$ cat config.mk
export PLATFORM = sky130hd
export DESIGN_NAME = alu_op_sequencer
export DESIGN_NICKNAME = d
export VERILOG_FILES = /design/src/rtl/alu_seq_pkg.sv /design/src/rtl/alu_seq_decode.sv /design/src/rtl/alu_op_sequencer.sv
export SDC_FILE = /design/constraint.sdc
export NUM_CORES = 1
export LEC_CHECK = 0
export ABC_AREA = 1
export CAP_MARGIN = 15
export CELL_PAD_IN_SITES_DETAIL_PLACEMENT = 1
export CELL_PAD_IN_SITES_GLOBAL_PLACEMENT = 1
export CORE_ASPECT_RATIO = 0.9
export CORE_UTILIZATION = 30
export CTS_BUF_LIST = sky130_fd_sc_hd__clkbuf_4 sky130_fd_sc_hd__clkbuf_8
export CTS_CLUSTER_SIZE = 14
export DETAILED_ROUTE_END_ITERATION = 7
export PLACE_DENSITY = 0.79
export SLEW_MARGIN = 10
export SYNTH_ARGS = -nofsm -noshare
export SYNTH_HDL_FRONTEND = slang
export SYNTH_SLANG_ARGS = --single-unit
$ cat constraint.sdc
create_clock -name clk_i -period 1.35 [get_ports clk_i]
set_input_delay 0.135 -clock clk_i [delete_from_list [all_inputs] [get_ports clk_i]]
set_output_delay 0.135 -clock clk_i [all_outputs]
set_load 0.05 [all_outputs]
$ cat src/rtl/alu_seq_pkg.sv
// Op codes, ALU control encodings and FSM state encoding shared by the alu_op_sequencer slice.
// The multiply op is only meaningful when ALU_SEQ_MUL_EN is defined.
package alu_seq_pkg;

   localparam logic [2:0] OpAdd = 3'b000;
   localparam logic [2:0] OpSub = 3'b001;
   localparam logic [2:0] OpAnd = 3'b010;
   localparam logic [2:0] OpOr  = 3'b011;
   localparam logic [2:0] OpSlt = 3'b100;
   localparam logic [2:0] OpMul = 3'b101;

   localparam logic [1:0] AluAnd  = 2'b00;
   localparam logic [1:0] AluOr   = 2'b01;
   localparam logic [1:0] AluAdd  = 2'b10;
   localparam logic [1:0] AluLess = 2'b11;

   localparam logic [1:0] StIdle    = 2'd0;
   localparam logic [1:0] StExec    = 2'd1;
   localparam logic [1:0] StMulIter = 2'd2;
   localparam logic [1:0] StDone    = 2'd3;

   typedef struct packed {
      logic       ainvert;
      logic       binvert;
      logic       carry_in;
      logic [1:0] operation;
   } alu_ctrl_t;

endpackage

$ cat src/rtl/alu_seq_decode.sv
// Combinational op-code to ALU control decode. MUL decodes as a plain add and is legal only when
// ALU_SEQ_MUL_EN is defined.
module alu_seq_decode
   import alu_seq_pkg::*;
(
   input  logic [2:0] op_i,
   output alu_ctrl_t  ctrl_o,
   output logic       legal_o
);

   always_comb begin
      ctrl_o  = '0;
      legal_o = 1'b1;
      case (op_i)
         OpAdd: ctrl_o.operation = AluAdd;
         OpSub: begin
            ctrl_o.binvert   = 1'b1;
            ctrl_o.carry_in  = 1'b1;
            ctrl_o.operation = AluAdd;
         end
         OpAnd: ctrl_o.operation = AluAnd;
         OpOr:  ctrl_o.operation = AluOr;
         OpSlt: begin
            ctrl_o.binvert   = 1'b1;
            ctrl_o.carry_in  = 1'b1;
            ctrl_o.operation = AluLess;
         end
`ifdef ALU_SEQ_MUL_EN
         OpMul: ctrl_o.operation = AluAdd;
`endif
         default: legal_o = 1'b0;
      endcase
   end

endmodule

$ cat src/rtl/alu_op_sequencer.sv
// Start/done sequencer driving an external W-bit ripple ALU; iterates it for shift-add multiply.
// ALU_SEQ_MUL_EN compiles in the MUL op, MUL_ITER state, product register and iteration counter.
module alu_op_sequencer
   import alu_seq_pkg::*;
#(
   parameter int unsigned W = 32
) (
   input  logic         clk_i,
   input  logic         rst_ni,
   input  logic         start_i,
   input  logic [2:0]   op_i,
   input  logic [W-1:0] a_i,
   input  logic [W-1:0] b_i,
   input  logic [W-1:0] alu_result_i,
   input  logic         alu_carry_out_i,
   input  logic         alu_overflow_i,
   output logic [W-1:0] alu_a_o,
   output logic [W-1:0] alu_b_o,
   output logic         ainvert_o,
   output logic         binvert_o,
   output logic         carry_in_o,
   output logic [1:0]   operation_o,
   output logic         busy_o,
   output logic         done_o,
   output logic [W-1:0] result_o,
   output logic         overflow_o,
   output logic         zero_o,
   output logic         err_o
);

   logic [1:0]   state_q, state_d;
   logic [2:0]   op_q, op_d;
   logic [W-1:0] a_q, a_d, b_q, b_d;
   logic [W-1:0] result_q, result_d;
   logic         overflow_q, overflow_d, zero_q, zero_d, err_q, err_d;
   alu_ctrl_t    ctrl;
   logic         legal;

`ifdef ALU_SEQ_MUL_EN
   localparam int unsigned CntW = (W > 1) ? $clog2(W) : 1;
   logic [2*W-1:0] p_q, p_d;
   logic [CntW-1:0] cnt_q, cnt_d;
`else
   logic unused_carry;
   assign unused_carry = alu_carry_out_i;
`endif

   alu_seq_decode u_decode (
      .op_i    (op_q),
      .ctrl_o  (ctrl),
      .legal_o (legal)
   );

   always_comb begin
      state_d    = state_q;
      op_d       = op_q;
      a_d        = a_q;
      b_d        = b_q;
      result_d   = result_q;
      overflow_d = overflow_q;
      zero_d     = zero_q;
      err_d      = err_q;
`ifdef ALU_SEQ_MUL_EN
      p_d        = p_q;
      cnt_d      = cnt_q;
`endif
      case (state_q)
         StIdle: begin
            if (start_i) begin
               op_d       = op_i;
               a_d        = a_i;
               b_d        = b_i;
               result_d   = '0;
               overflow_d = 1'b0;
               zero_d     = 1'b0;
               err_d      = 1'b0;
               state_d    = StExec;
`ifdef ALU_SEQ_MUL_EN
               if (op_i == OpMul) begin
                  state_d = StMulIter;
                  p_d     = {{W{1'b0}}, b_i};
                  cnt_d   = '0;
               end
`endif
            end
         end
         StExec: begin
            state_d = StDone;
            if (legal) begin
               result_d   = alu_result_i;
               overflow_d = ((op_q == OpAdd) || (op_q == OpSub)) && alu_overflow_i;
               zero_d     = (alu_result_i == '0);
            end else begin
               result_d = '0;
               err_d    = 1'b1;
               zero_d   = 1'b1;
            end
         end
`ifdef ALU_SEQ_MUL_EN
         StMulIter: begin
            // Add-and-shift: the new high half and its carry shift in from the top.
            p_d   = {alu_carry_out_i, alu_result_i, p_q[W-1:1]};
            cnt_d = cnt_q + CntW'(1);
            if (cnt_q == CntW'(W - 1)) begin
               state_d    = StDone;
               result_d   = p_d[W-1:0];
               overflow_d = |p_d[2*W-1:W];
               zero_d     = (p_d[W-1:0] == '0);
            end
         end
`endif
         StDone:  state_d = StIdle;
         default: state_d = StIdle;
      endcase
   end

   always_ff @(posedge clk_i or negedge rst_ni) begin
      if (!rst_ni) begin
         state_q    <= StIdle;
         op_q       <= '0;
         a_q        <= '0;
         b_q        <= '0;
         result_q   <= '0;
         overflow_q <= 1'b0;
         zero_q     <= 1'b0;
         err_q      <= 1'b0;
`ifdef ALU_SEQ_MUL_EN
         p_q        <= '0;
         cnt_q      <= '0;
`endif
      end else begin
         state_q    <= state_d;
         op_q       <= op_d;
         a_q        <= a_d;
         b_q        <= b_d;
         result_q   <= result_d;
         overflow_q <= overflow_d;
         zero_q     <= zero_d;
         err_q      <= err_d;
`ifdef ALU_SEQ_MUL_EN
         p_q        <= p_d;
         cnt_q      <= cnt_d;
`endif
      end
   end

   // ALU drive depends only on registered state and op, so it is quiet outside EXEC/MUL_ITER.
   always_comb begin
      alu_a_o     = '0;
      alu_b_o     = '0;
      ainvert_o   = 1'b0;
      binvert_o   = 1'b0;
      carry_in_o  = 1'b0;
      operation_o = AluAnd;
      if (state_q == StExec) begin
         alu_a_o     = a_q;
         alu_b_o     = b_q;
         ainvert_o   = ctrl.ainvert;
         binvert_o   = ctrl.binvert;
         carry_in_o  = ctrl.carry_in;
         operation_o = ctrl.operation;
      end
`ifdef ALU_SEQ_MUL_EN
      else if (state_q == StMulIter) begin
         alu_a_o     = p_q[2*W-1:W];
         alu_b_o     = p_q[0] ? a_q : '0;
         operation_o = AluAdd;
      end
`endif
   end

   assign busy_o     = (state_q != StIdle);
   assign done_o     = (state_q == StDone);
   assign result_o   = result_q;
   assign overflow_o = overflow_q;
   assign zero_o     = zero_q;
   assign err_o      = err_q;

endmodule

==> results of run 1 <==
## cells in the final DEF, fill, tap and decap left out, drive strengths merged, types with 2 or more instances in the layout
| cell | count |
|---|---|
| o21ai | 100 |
| nand2 | 116 |
| nand3 | 3 |
| inv | 106 |
| clkbuf | 26 |
| clkdlybuf4s50 | 101 |
| o21bai | 2 |
| a21oi | 2 |
| nor2 | 87 |
| dfrtp | 104 |
| buf | 159 |
| clkinv | 2 |
## critical path, stage by stage, from the launching register on
cell	delay, ns
dfrtp_1	0.37
inv_2	0.05
nor2_4	0.15
inv_6	0.11
clkbuf_16	0.21
nor2_4	0.13
buf_12	0.15
## timing repair
| item | CTS | global route |
|---|---|---|
| hold buffers | 1 | 0 |
| pin swaps | 2 | 3 |
| cloned | 9 | 18 |
| gates resized for setup | 54 | 40 |
| endpoints found under the setup margin | 80 | 165 |
| buffers inserted | 10 | 11 |
| hold endpoints to repair | 52 | 0 |
## power by group
part / internal, W / leakage, nW / total [W] / switching [W]
combinational: 0.00846 / 2.88 / 0.0188 / 0.0103
clock: 0.00101 / 0.109 / 0.00219 / 0.00117
sequential: 0.00451 / 1.31 / 0.00540 / 0.000890
## Yosys cell counts, types with 2 or more instances
cell      instances
nand2_1         116
o21ai_0          23
nor2_1           84
inv_1           101
dfrtp_1         104
o21ai_1          76
nand3_1           3
buf_6             8
a21oi_1           2
buf_2            15
clkbuf_1          2
inv_2             5
buf_4             3
## layout make-up
class | count | area (um^2)
Tap cell | 198 | 248
Fill cell | 1483 | 5100
Timing Repair Buffer | 276 | 4320
Sequential cell | 104 | 2600
Multi-Input combinational cell | 314 | 1880
Inverter | 106 | 405
Clock inverter | 4 | 51.3
Clock buffer | 12 | 165
## per-stage QoR
step | total power, W | TNS (ns)
final | 0.0264 | -33.24
after global routing | 0.0274 | -46.65
after CTS | 0.0246 | -30.21
after detailed placement | 0.0210 | -5.09
after global placement | 0.0204 | -2.83
after floorplan | 0.0134 | -8.03
## routing by layer
metal	up-vias	global-route usage, %	share of wire, %
li1	2180	-	-
met1	2400	26.6	37
met2	169	42.8	54
met3	48	6.85	5.6
met4	0	9.01	3.5
met5	-	0	0
## final timing paths
check | slack [ns] | from | depth (start not counted) | to
max | -0.36 | state_q[0] | 6 | alu_a_o[29]
min | 0.23 | rst_ni | 2 | a_q[3]
min reg2reg | 0.55 | b_q[0] | 2 | b_q[0]
max in group asynchronous | 0.51 | rst_ni | 3 | a_q[17]
max reg2reg | -0.24 | state_q[1] | 9 | b_q[12]
min in group clk_i | 0.29 | b_i[3] | 3 | b_q[3]
## registers in the layout, indices dropped and copies added (netlist names)
name,count
b_q,32
err_o,1
op_q,3
overflow_o,1
result_o,32
a_q,32
state_q,2
zero_o,1
## cell families after synthesis
group	count (synthesis)	synth area share, %
compound gates	105	11.9
buf+inv	135	13.1
flops	104	57.1
other cells	1	0.0822
simple gates	208	17.9
==> flow_summary.ini, run 1 <==
[status]
status = complete, but fails checks
violations = negative setup slack

[placed_design]
placed_cells = 953
dpl-instance-area_um2 = 8330
hpwl_um = 12000
portBuffers = 207
pre_cts_ws_ns = -0.106
gp_routability_congestion = 0.778

[worst_setup_path]
worstSetupEndpointType = output pin
worstPathArrival_ns = 1.57
worstPathRequired_ns = 1.22
critPathLaunchType = register
cp_max_fo = 14
criticalPathCategory = reg2out

[finish]
insertedDiodeCount = 0
fin_area_um2 = 9670
finalNetCount = 915
instances_no_fill = 1014
area_delta_synth_final_pct = 112
final_core_util_pct = 65.5
drive_gt1_share_pct = 34.3

[synth]
syn_nets = 657
syn-mean-instance-area_um2 = 8.25
syn_area_um2 = 4560
yosys_warnings = 0
ys_ff_latch = 104
synth.distinct_cells = 24
synth_async_sr_flop_share_pct = 100
synth_flop_cell = dfrtp_1
synth.largest_area_cell = dfrtp_1
synth_cells = 553
seq_area_frac_synth_pct = 57.1
yosysTopAreaCellShare_pct = 57.1
synth_edf_count = 0
synth.area.top_cells = dfrtp_1, nand2_1, o21ai_1

[timing]
clock.fmax_ghz = 0.585
finalCritPeriodShare_pct = 127
slew_viol_final = 0
layout_setup_ws_ns = -0.358
period_needed_ns = 1.71
finalHoldViolations = 0
setup_viol = 172
holdWs_ns = 0.231
rsz0062_at_grt = yes
skew_ns = 0.0108

[cts]
htreeDepth = 3
cts-root-buf = clkbuf_8
clock_path_buffers = 2
cts_tree = done
clock_sinks = 104
clkTransAtPathRegs_ns = 0.11
clk_latency_ns = 0.39
cts_buffers = 9

[floorplanning]
fp-row-count = 42
die-area_um2 = 15700
core_area_um2 = 14800
die_y_um = 119
dieWidth_um = 132
io_pins = 210
initial_core_util_pct = 30.9

[route]
wl_per_cell_um = 20.8
ant_nets = 0
dr.pass1.iters = 6
routed_wl_um = 21100
vias = 4797
viasPerCell = 4.73
drc = 0
drtIter0Drc = 212

[min_path]
hold_class = in2async

[run]
drv_cap = 0

[global_routing]
grt_pass1_vias = 5229
grt_max_degree = 45
overflow = 0
grt_pass1_wl_um = 28500
track_usage_pct = 23.8
antenna_found_initial = 0

[pwr]
leakagePower_nw = 4.30
power_density_nw_per_um2 = 2730
peakVddDrop_mv = 1.34
Note: power is estimated with default switching activity, not from simulation.
==> run 2, diff against run 1 <==
--- a/config.mk
+++ b/config.mk
@@ -12,6 +12,7 @@
 export CORE_ASPECT_RATIO = 0.9
 export CORE_UTILIZATION = 30
 export CTS_BUF_LIST = sky130_fd_sc_hd__clkbuf_4 sky130_fd_sc_hd__clkbuf_8
+export CTS_CLUSTER_DIAMETER = 60
 export CTS_CLUSTER_SIZE = 14
 export DETAILED_ROUTE_END_ITERATION = 7
 export PLACE_DENSITY = 0.79
==> results of run 2 <==
No change in the layout: final DEF, timing and power equal those of run 1.
==> run 3, diff against run 2 <==
--- a/config.mk
+++ b/config.mk
@@ -10,12 +10,13 @@
 export CELL_PAD_IN_SITES_DETAIL_PLACEMENT = 1
 export CELL_PAD_IN_SITES_GLOBAL_PLACEMENT = 1
 export CORE_ASPECT_RATIO = 0.9
-export CORE_UTILIZATION = 30
+export CORE_UTILIZATION = 27
 export CTS_BUF_LIST = sky130_fd_sc_hd__clkbuf_4 sky130_fd_sc_hd__clkbuf_8
 export CTS_CLUSTER_DIAMETER = 60
 export CTS_CLUSTER_SIZE = 14
 export DETAILED_ROUTE_END_ITERATION = 7
-export PLACE_DENSITY = 0.79
+export PLACE_DENSITY = 0.75
+export SETUP_SLACK_MARGIN = 0.3
 export SLEW_MARGIN = 10
 export SYNTH_ARGS = -nofsm -noshare
 export SYNTH_HDL_FRONTEND = slang
==> constraint.sdc (replaced) <==
create_clock -name clk_i -period 1.5 [get_ports clk_i]
set_input_delay 0.15 -clock clk_i [delete_from_list [all_inputs] [get_ports clk_i]]
set_output_delay 0.15 -clock clk_i [all_outputs]
set_load 0.05 [all_outputs]
==> flow_summary.ini, run 3 (synthesis results as in run 1) <==
[status]
status = complete, but fails checks
violations = design-rule violations, negative setup slack

[global_routing]
track_usage_pct = 21.1
grt_pass1_vias = 5099
grt_max_degree = 105
antenna_found_initial = 0
grt_pass1_wl_um = 28400
overflow = 0

[worst_setup_path]
worst_path_max_delay_cell = dfrtp_2
criticalPathCategory = reg2out
worstSetupEndpointType = output pin
r2r-start = state_q[1]
reg2regPathDepth = 9
cp_top_family = buffers and inverters
worstPathRequired_ns = 1.35
critical_path_depth = 6
cp_num_buf_inv = 4
max_stage_delay_ns = 0.44
endpoint = alu_a_o[17]
critPathLaunchType = register
cp_max_fo = 10
reg2reg_slack_ns = -0.12
r2r-end = b_q[31]
startpoint = state_q[1]
worstPathArrival_ns = 1.57
crit_path_cell_trace = nor2_4 -> buf_12 -> inv_12 -> buf_12 -> nor2_4 -> buf_6

[pwr]
power_density_nw_per_um2 = 2440
peakVddDrop_mv = 1.06
leakagePower_nw = 4.09
power.total_w = 0.0220

[finish]
layout_common_cells = nand2_1, dfrtp_1, inv_1, clkdlybuf4s50_1, o21ai_1
final_core_util_pct = 55.4
drive_gt1_share_pct = 34.7
area_delta_synth_final_pct = 98.1
finalNetCount = 907
instances_no_fill = 1015
insertedDiodeCount = 0
final_common_cell = nand2_1

[cts]
htreeDepth = 3
clkTransAtPathRegs_ns = 0.11
cts_buffers = 9
clock_path_buffers = 2
clock_sinks = 104
clk_latency_ns = 0.39
cts_tree = done
cts-root-buf = clkbuf_8

[route]
drc = 14
wl_per_cell_um = 17.8
routed_wl_um = 18100
ant_nets = 0
vias = 4571
dr.pass1.iters = 8
drtIter0Drc = 200
viasPerCell = 4.50

[timing]
clock.fmax_ghz = 0.580
finalHoldViolations = 0
slew_headroom_pct = 60.4
skew_ns = 0.0142
rsz0062_at_grt = yes
tns_ns = -15.38
finalCritPeriodShare_pct = 115
holdWs_ns = 0.293
layout_setup_ws_ns = -0.225
slew_viol_final = 0
worst_pin_slew_ns = 0.594
period_needed_ns = 1.72
setup_viol = 118

[placed_design]
placed_cells = 955
portBuffers = 207
gp_routability_congestion = 0.740
hpwl_um = 10900

[floorplanning]
core_area_um2 = 16300
initial_core_util_pct = 28.0
die-area_um2 = 17400
io_pins = 210
die_y_um = 125
fp-row-count = 44
dieWidth_um = 139

[run]
drv_cap = 0

[min_path]
hp-start = a_i[1]
hold_class = in2reg
min_path_cells = 3
## run 3: cell count changes in the layout (fill, tap and decap cells not counted), sizes merged
cell,change
buf,-4
clkinv,-2
bufbuf,+3
inv,+4
clkinvlp,-1
bufinv,+1
clkbuf,-9
## run 3: where the power goes
group          leakage [nW]  internal [W]  switching, W
Clock                 0.118       0.00102       0.00106
Sequential             1.31       0.00405      0.000515
Combinational          2.67       0.00630       0.00904
## run 3: per-layer routing
metal | vias up | wire length (um) | GRT usage (%)
met5 | - | 0 | 0
met4 | 0 | 314 | 5.16
met3 | 24 | 1000 | 5.94
met2 | 138 | 9700 | 38.1
met1 | 2242 | 7080 | 24.7
li1 | 2167 | - | -
## run 3: final cells by class
| cell class | count | area (um^2) |
|---|---|---|
| Sequential cell | 104 | 2600 |
| Timing Repair Buffer | 267 | 3580 |
| Clock buffer | 11 | 145 |
| Timing Repair inverter | 1 | 8.76 |
| Fill cell | 1757 | 7260 |
| Inverter | 106 | 413 |
| Multi-Input combinational cell | 314 | 1940 |
| Tap cell | 207 | 259 |
| Clock inverter | 5 | 86.3 |
## run 3: how the worst min path moves through the flow
stage	end	slack, ns
floorplan	a_q[0]	-0.15
global placement	a_q[16]	0.26
detailed placement	a_q[13]	0.27
CTS	a_q[1]	0.27
global route	a_q[3]	0.29
finish	a_q[1]	0.29
## run 3: worst register-to-register path, cell delays in order, from the launching register on
cell and delay [ns]:
dfrtp_2 0.44, buf_4 0.16, nor2_4 0.09, inv_4 0.06, nor2_8 0.11, buf_12 0.14, buf_12 0.14, bufbuf_16 0.26
nand2_1 0.06, o21ai_1 0.10
## run 3: per-stage QoR
stage	setup WS, ns	cell area, um^2
floorplan	0.00319	5180
global placement	0.0165	7620
detailed placement	-0.112	7620
CTS	-0.243	8670
global route	-0.307	9030
finish	-0.225	9030
## run 3: timing repair
action | CTS | global route
setup endpoints to repair | 170 | 176
hold buffers | 1 | 0
setup buffers | 17 | 6
gates resized for setup | 61 | 45
gates cloned | 14 | 6
hold endpoints to repair | 104 | 0
pin swaps | 6 | 6
==> RTL edit 1: new RTL, settings of run 1 <==
Add a define of `ALU_SEQ_MUL_EN`.
--- a/src/rtl/alu_seq_decode.sv
+++ b/src/rtl/alu_seq_decode.sv
@@ -1,5 +1,7 @@
 // Combinational op-code to ALU control decode. MUL decodes as a plain add and is legal only when
 // ALU_SEQ_MUL_EN is defined.
+`define ALU_SEQ_MUL_EN
+
 module alu_seq_decode
    import alu_seq_pkg::*;
 (
Function: changed (a bounded check fails within 4 cycles, from zero or initial values and one cycle with rst_ni low).
==> RTL edit 1 against run 1 <==
- the flow still finishes with violations (negative setup slack)
- global-route usage grew 9.0 points
- routed wire length grew to 2.8 times the old value
- cell area grew 68%
- synthesized area grew 85%
- synthesized cell count grew 100%
- sequential cell count grew 69
- total power grew 76%
- worst setup slack lost 0.58 ns
- critical endpoint is now alu_a_o[2]
- largest power group unchanged
- highest routed layer unchanged
==> RTL edit 1: results (changes against run 1) <==
[timing]
hold_ws_ns = 0.09114  ; was 0.2308 ns
setup-violations-final = 245  ; was 172
fin_ws_ns = -0.9358  ; was -0.3585 ns

[cells_and_area]
seq_share = 0.2673  ; was 0.2692
diodes = 6  ; was 0
buffers_excl_clock = 396  ; was 276

[route]
viasPerCell = 5.967  ; was 4.731
wl_met2_microns = 26390  ; was 11340 microns
drt_pass1_iterations = 5  ; was 6
postRouteWirelength_microns = 58390  ; was 21110 microns

[place]
hpwl_microns = 25810  ; was 12030 microns
dp_slack_ns = -0.4570  ; was -0.1062 ns

[setup_path]
crit_slowest_cell = dfrtp_2  ; was dfrtp_1
reg2reg_depth = 12  ; was 9
r2r-start = state_q[0]  ; was state_q[1]
arrival_ns = 2.15  ; was 1.57 ns
regToRegSetupSlack_ns = -0.90  ; was -0.24 ns

[clock_tree]
ctsHtreeMaxLevel = 4  ; was 3
clk_pin_slew_ns = 0.13  ; was 0.11 ns

[grt]
grt.met1_usage = 0.4049  ; was 0.2658
grt_pass1_vias = 11050  ; was 5229
grt.total_usage = 0.3278  ; was 0.2381
grt_pass1_wl_microns = 69610  ; was 28540 microns

[yosys]
syn_inst = 1111  ; was 553
synth_fa_ha_area_frac = 0.01037  ; was 0
synth_sequential_area_ratio = 0.5126  ; was 0.5706
synth_compound_area_frac = 0.1308  ; was 0.1185
syn_nets = 1222  ; was 657

[power]
ir_worst_vdd_uv = 1960  ; was 1343 uV

[outcome]
violations = negative setup slack  ; unchanged
status = complete, but fails checks  ; unchanged

RTL edit 1: cell count changes after synthesis, moves of 9 or more:
cell      delta
clkbuf_1    +32
dfrtp_1     +69
nand2_1    +368
nand3_1     +27
nor2_1      -26
o211ai_1    +19
o211ai_2     +9
o21ai_0     +76
o21ai_1     -72
o22ai_1     +46
RTL edit 1: report_power, final:
group          internal, mW  switching (mW)
logic                  13.4            19.3
registers              7.44            2.29
clock network          1.65            2.45
total                  22.5            24.0
RTL edit 1: worst max-delay path by stage:
stage | from | to | slack, ns | depth (start not counted)
finish | state_q[0] | alu_a_o[2] | -0.94 | 8
global route | state_q[0] | alu_a_o[2] | -0.95 | 8
CTS | state_q[0] | alu_a_o[21] | -0.82 | 8
detailed placement | state_q[0] | p_q[8] | -0.46 | 11
global placement | state_q[1] | result_o[12] | -0.37 | 10
floorplan | state_q[0] | alu_b_o[0] | -0.46 | 6
==> RTL edit 2: new RTL, flow settings as in run 1 <==
Made on the original files. `result_q` no longer has a reset.
--- a/src/rtl/alu_op_sequencer.sv
+++ b/src/rtl/alu_op_sequencer.sv
@@ -120,7 +120,6 @@
          op_q       <= '0;
          a_q        <= '0;
          b_q        <= '0;
-         result_q   <= '0;
          overflow_q <= 1'b0;
          zero_q     <= 1'b0;
          err_q      <= 1'b0;
@@ -133,7 +132,6 @@
          op_q       <= op_d;
          a_q        <= a_d;
          b_q        <= b_d;
-         result_q   <= result_d;
          overflow_q <= overflow_d;
          zero_q     <= zero_d;
          err_q      <= err_d;
@@ -142,6 +140,10 @@
          cnt_q      <= cnt_d;
 `endif
       end
+   end
+
+   always_ff @(posedge clk_i) begin
+      result_q <= result_d;
    end
 
    // ALU drive depends only on registered state and op, so it is quiet outside EXEC/MUL_ITER.
Behaviour: differs if rst_ni is asserted again (counterexample within 4 cycles, from zero or initial values and one cycle with rst_ni low); with rst_ni held inactive, the same outputs for 4 cycles.
==> RTL edit 2 against run 1 <==
- the run still ends with negative setup slack left
- register-to-register slack better by 0.03 ns
- cell area is 5.3% lower
- core utilization is 6.2 points lower
- worst setup slack better by 0.013 ns
- synthesized area is 4.0% higher
- sequential cell count stayed put
- routed wire length is 17% lower
- die area is 4.0% higher
- total power is 1.7% lower
- critical endpoint is now binvert_o
- largest power group unchanged
==> RTL edit 2: results (changes against run 1) <==
[route]
dr.first_iter.drc_count = 106  ; was 212
drt_pass1_iterations = 4  ; was 6
wl_per_cell_microns = 18.56  ; was 20.82 microns
viasPerCell = 4.586  ; was 4.731

[timing]
fin_ws_ns = -0.3455  ; was -0.3585 ns
setup-violations-final = 139  ; was 172
setup_tns_ns = -30.56  ; was -33.24 ns
fin_worst_skew_ns = 0.01168  ; was 0.01079 ns

[cells_and_area]
seq_area_sq_um = 2768  ; was 2603 sq um
buf_share = 0.3958  ; was 0.4466
drive_gt1_frac = 0.3930  ; was 0.3431
clockBufferCount = 11  ; was 12
multi_input_area_sq_um = 1904  ; was 1879 sq um
nMultiInputCombCells = 281  ; was 314
buffers_excl_clock = 237  ; was 276
final-clk-cell-share = 0.02146  ; was 0.02239
syn2layout_area_growth_pct = 92.93  ; was 112.0%

[setup_path]
crit_path_max_fanout = 7  ; was 14
crit_end = binvert_o  ; was alu_a_o[29]
cpPeakStageDelay_ns = 0.40  ; was 0.37 ns
worstReg2RegEnd = a_q[13]  ; was b_q[12]
regToRegSetupSlack_ns = -0.21  ; was -0.24 ns
critPathTopFamily = compound AO/OA/AOI/OAI gates  ; was buffers and inverters
reg2reg_depth = 8  ; was 9

[power]
leakagePower_nw = 3.921  ; was 4.298 nW
power.switching_mw = 12.24  ; was 12.38 mW
ir_worst_vdd_uv = 1496  ; was 1343 uV

[yosys]
synth_sequential_area_ratio = 0.5823  ; was 0.5706
synth_compound_area_frac = 0.1184  ; was 0.1185
synthTopCellsByArea = dfrtp_1, edfxtp_1, o21ai_2  ; was dfrtp_1, nand2_1, o21ai_1
netlist_top_cells_count = nor2_1, inv_1, nand2_1  ; was nand2_1, dfrtp_1, inv_1

[place]
place_area_sq_um = 8566  ; was 8332 sq um
dp_cells = 917  ; was 953

[outcome]
violations = negative setup slack  ; unchanged
status = complete, but fails checks  ; unchanged

[grt]
grt_pass1_wl_microns = 26940  ; was 28540 microns
grt.total_usage = 0.2214  ; was 0.2381
grt_max_degree = 73  ; was 45

[floorplan]
tapCellCount = 202  ; was 198

[worst_hold_path]
hold_class = in2reg  ; was in2async

RTL edit 2: cell count changes in the layout (fill, tap and decap cells not counted), sizes merged, moves of 28 or more:
cell / change
buf: -28
dfrtp: -32
o21ai: -33
nand2: -29
edfxtp: +32
nor2: +28
RTL edit 2: metal layers:
layer	track usage	routed length (microns)	share of wire
met5	0	0	0
met4	0.07093	340	0.019
met3	0.06307	1360	0.078
met2	0.4041	9232	0.53
met1	0.2473	6608	0.38
RTL edit 2: power groups by stage:
| stage | logic, mW | clock network [mW] | registers, mW |
|---|---|---|---|
| after floorplan | 7.72 | 0 | 7.33 |
| after global placement | 16.5 | 0 | 5.81 |
| after detailed placement | 17.0 | 0 | 5.95 |
| after CTS | 17.9 | 2.06 | 5.92 |
| after global routing | 18.8 | 2.19 | 6.06 |
| final | 18.0 | 2.02 | 5.91 |
RTL edit 2: how the worst min path moves through the flow:
stage | startpoint | end | slack [ns] | depth (start not counted)
floorplan | rst_ni | a_q[0] | -0.16 | 0
global route | op_i[0] | op_q[0] | 0.29 | 3
CTS | a_i[23] | a_q[23] | 0.27 | 3
global placement | rst_ni | a_q[25] | 0.18 | 2
finish | a_i[23] | a_q[23] | 0.29 | 3
detailed placement | rst_ni | a_q[25] | 0.18 | 2
RTL edit 2: timing repair:
| item | CTS | global route |
|---|---|---|
| hold endpoints to repair | 72 | 0 |
| buffers inserted | 3 | 1 |
| resized for setup | 38 | 7 |
| setup endpoints to repair | 170 | 198 |
| gates cloned | 6 | 1 |
| pin swaps | 2 | 0 |
| hold buffers | 1 | 0 |
RTL edit 2: cell families (layout without fill, tap and decap cells):
family                 Yosys count  count (layout)
DFF                            104             104
buffers and inverters          130             358
AOI/OAI and AO/OA               72              72
other                            1               1
and+or+nand+nor                208             208
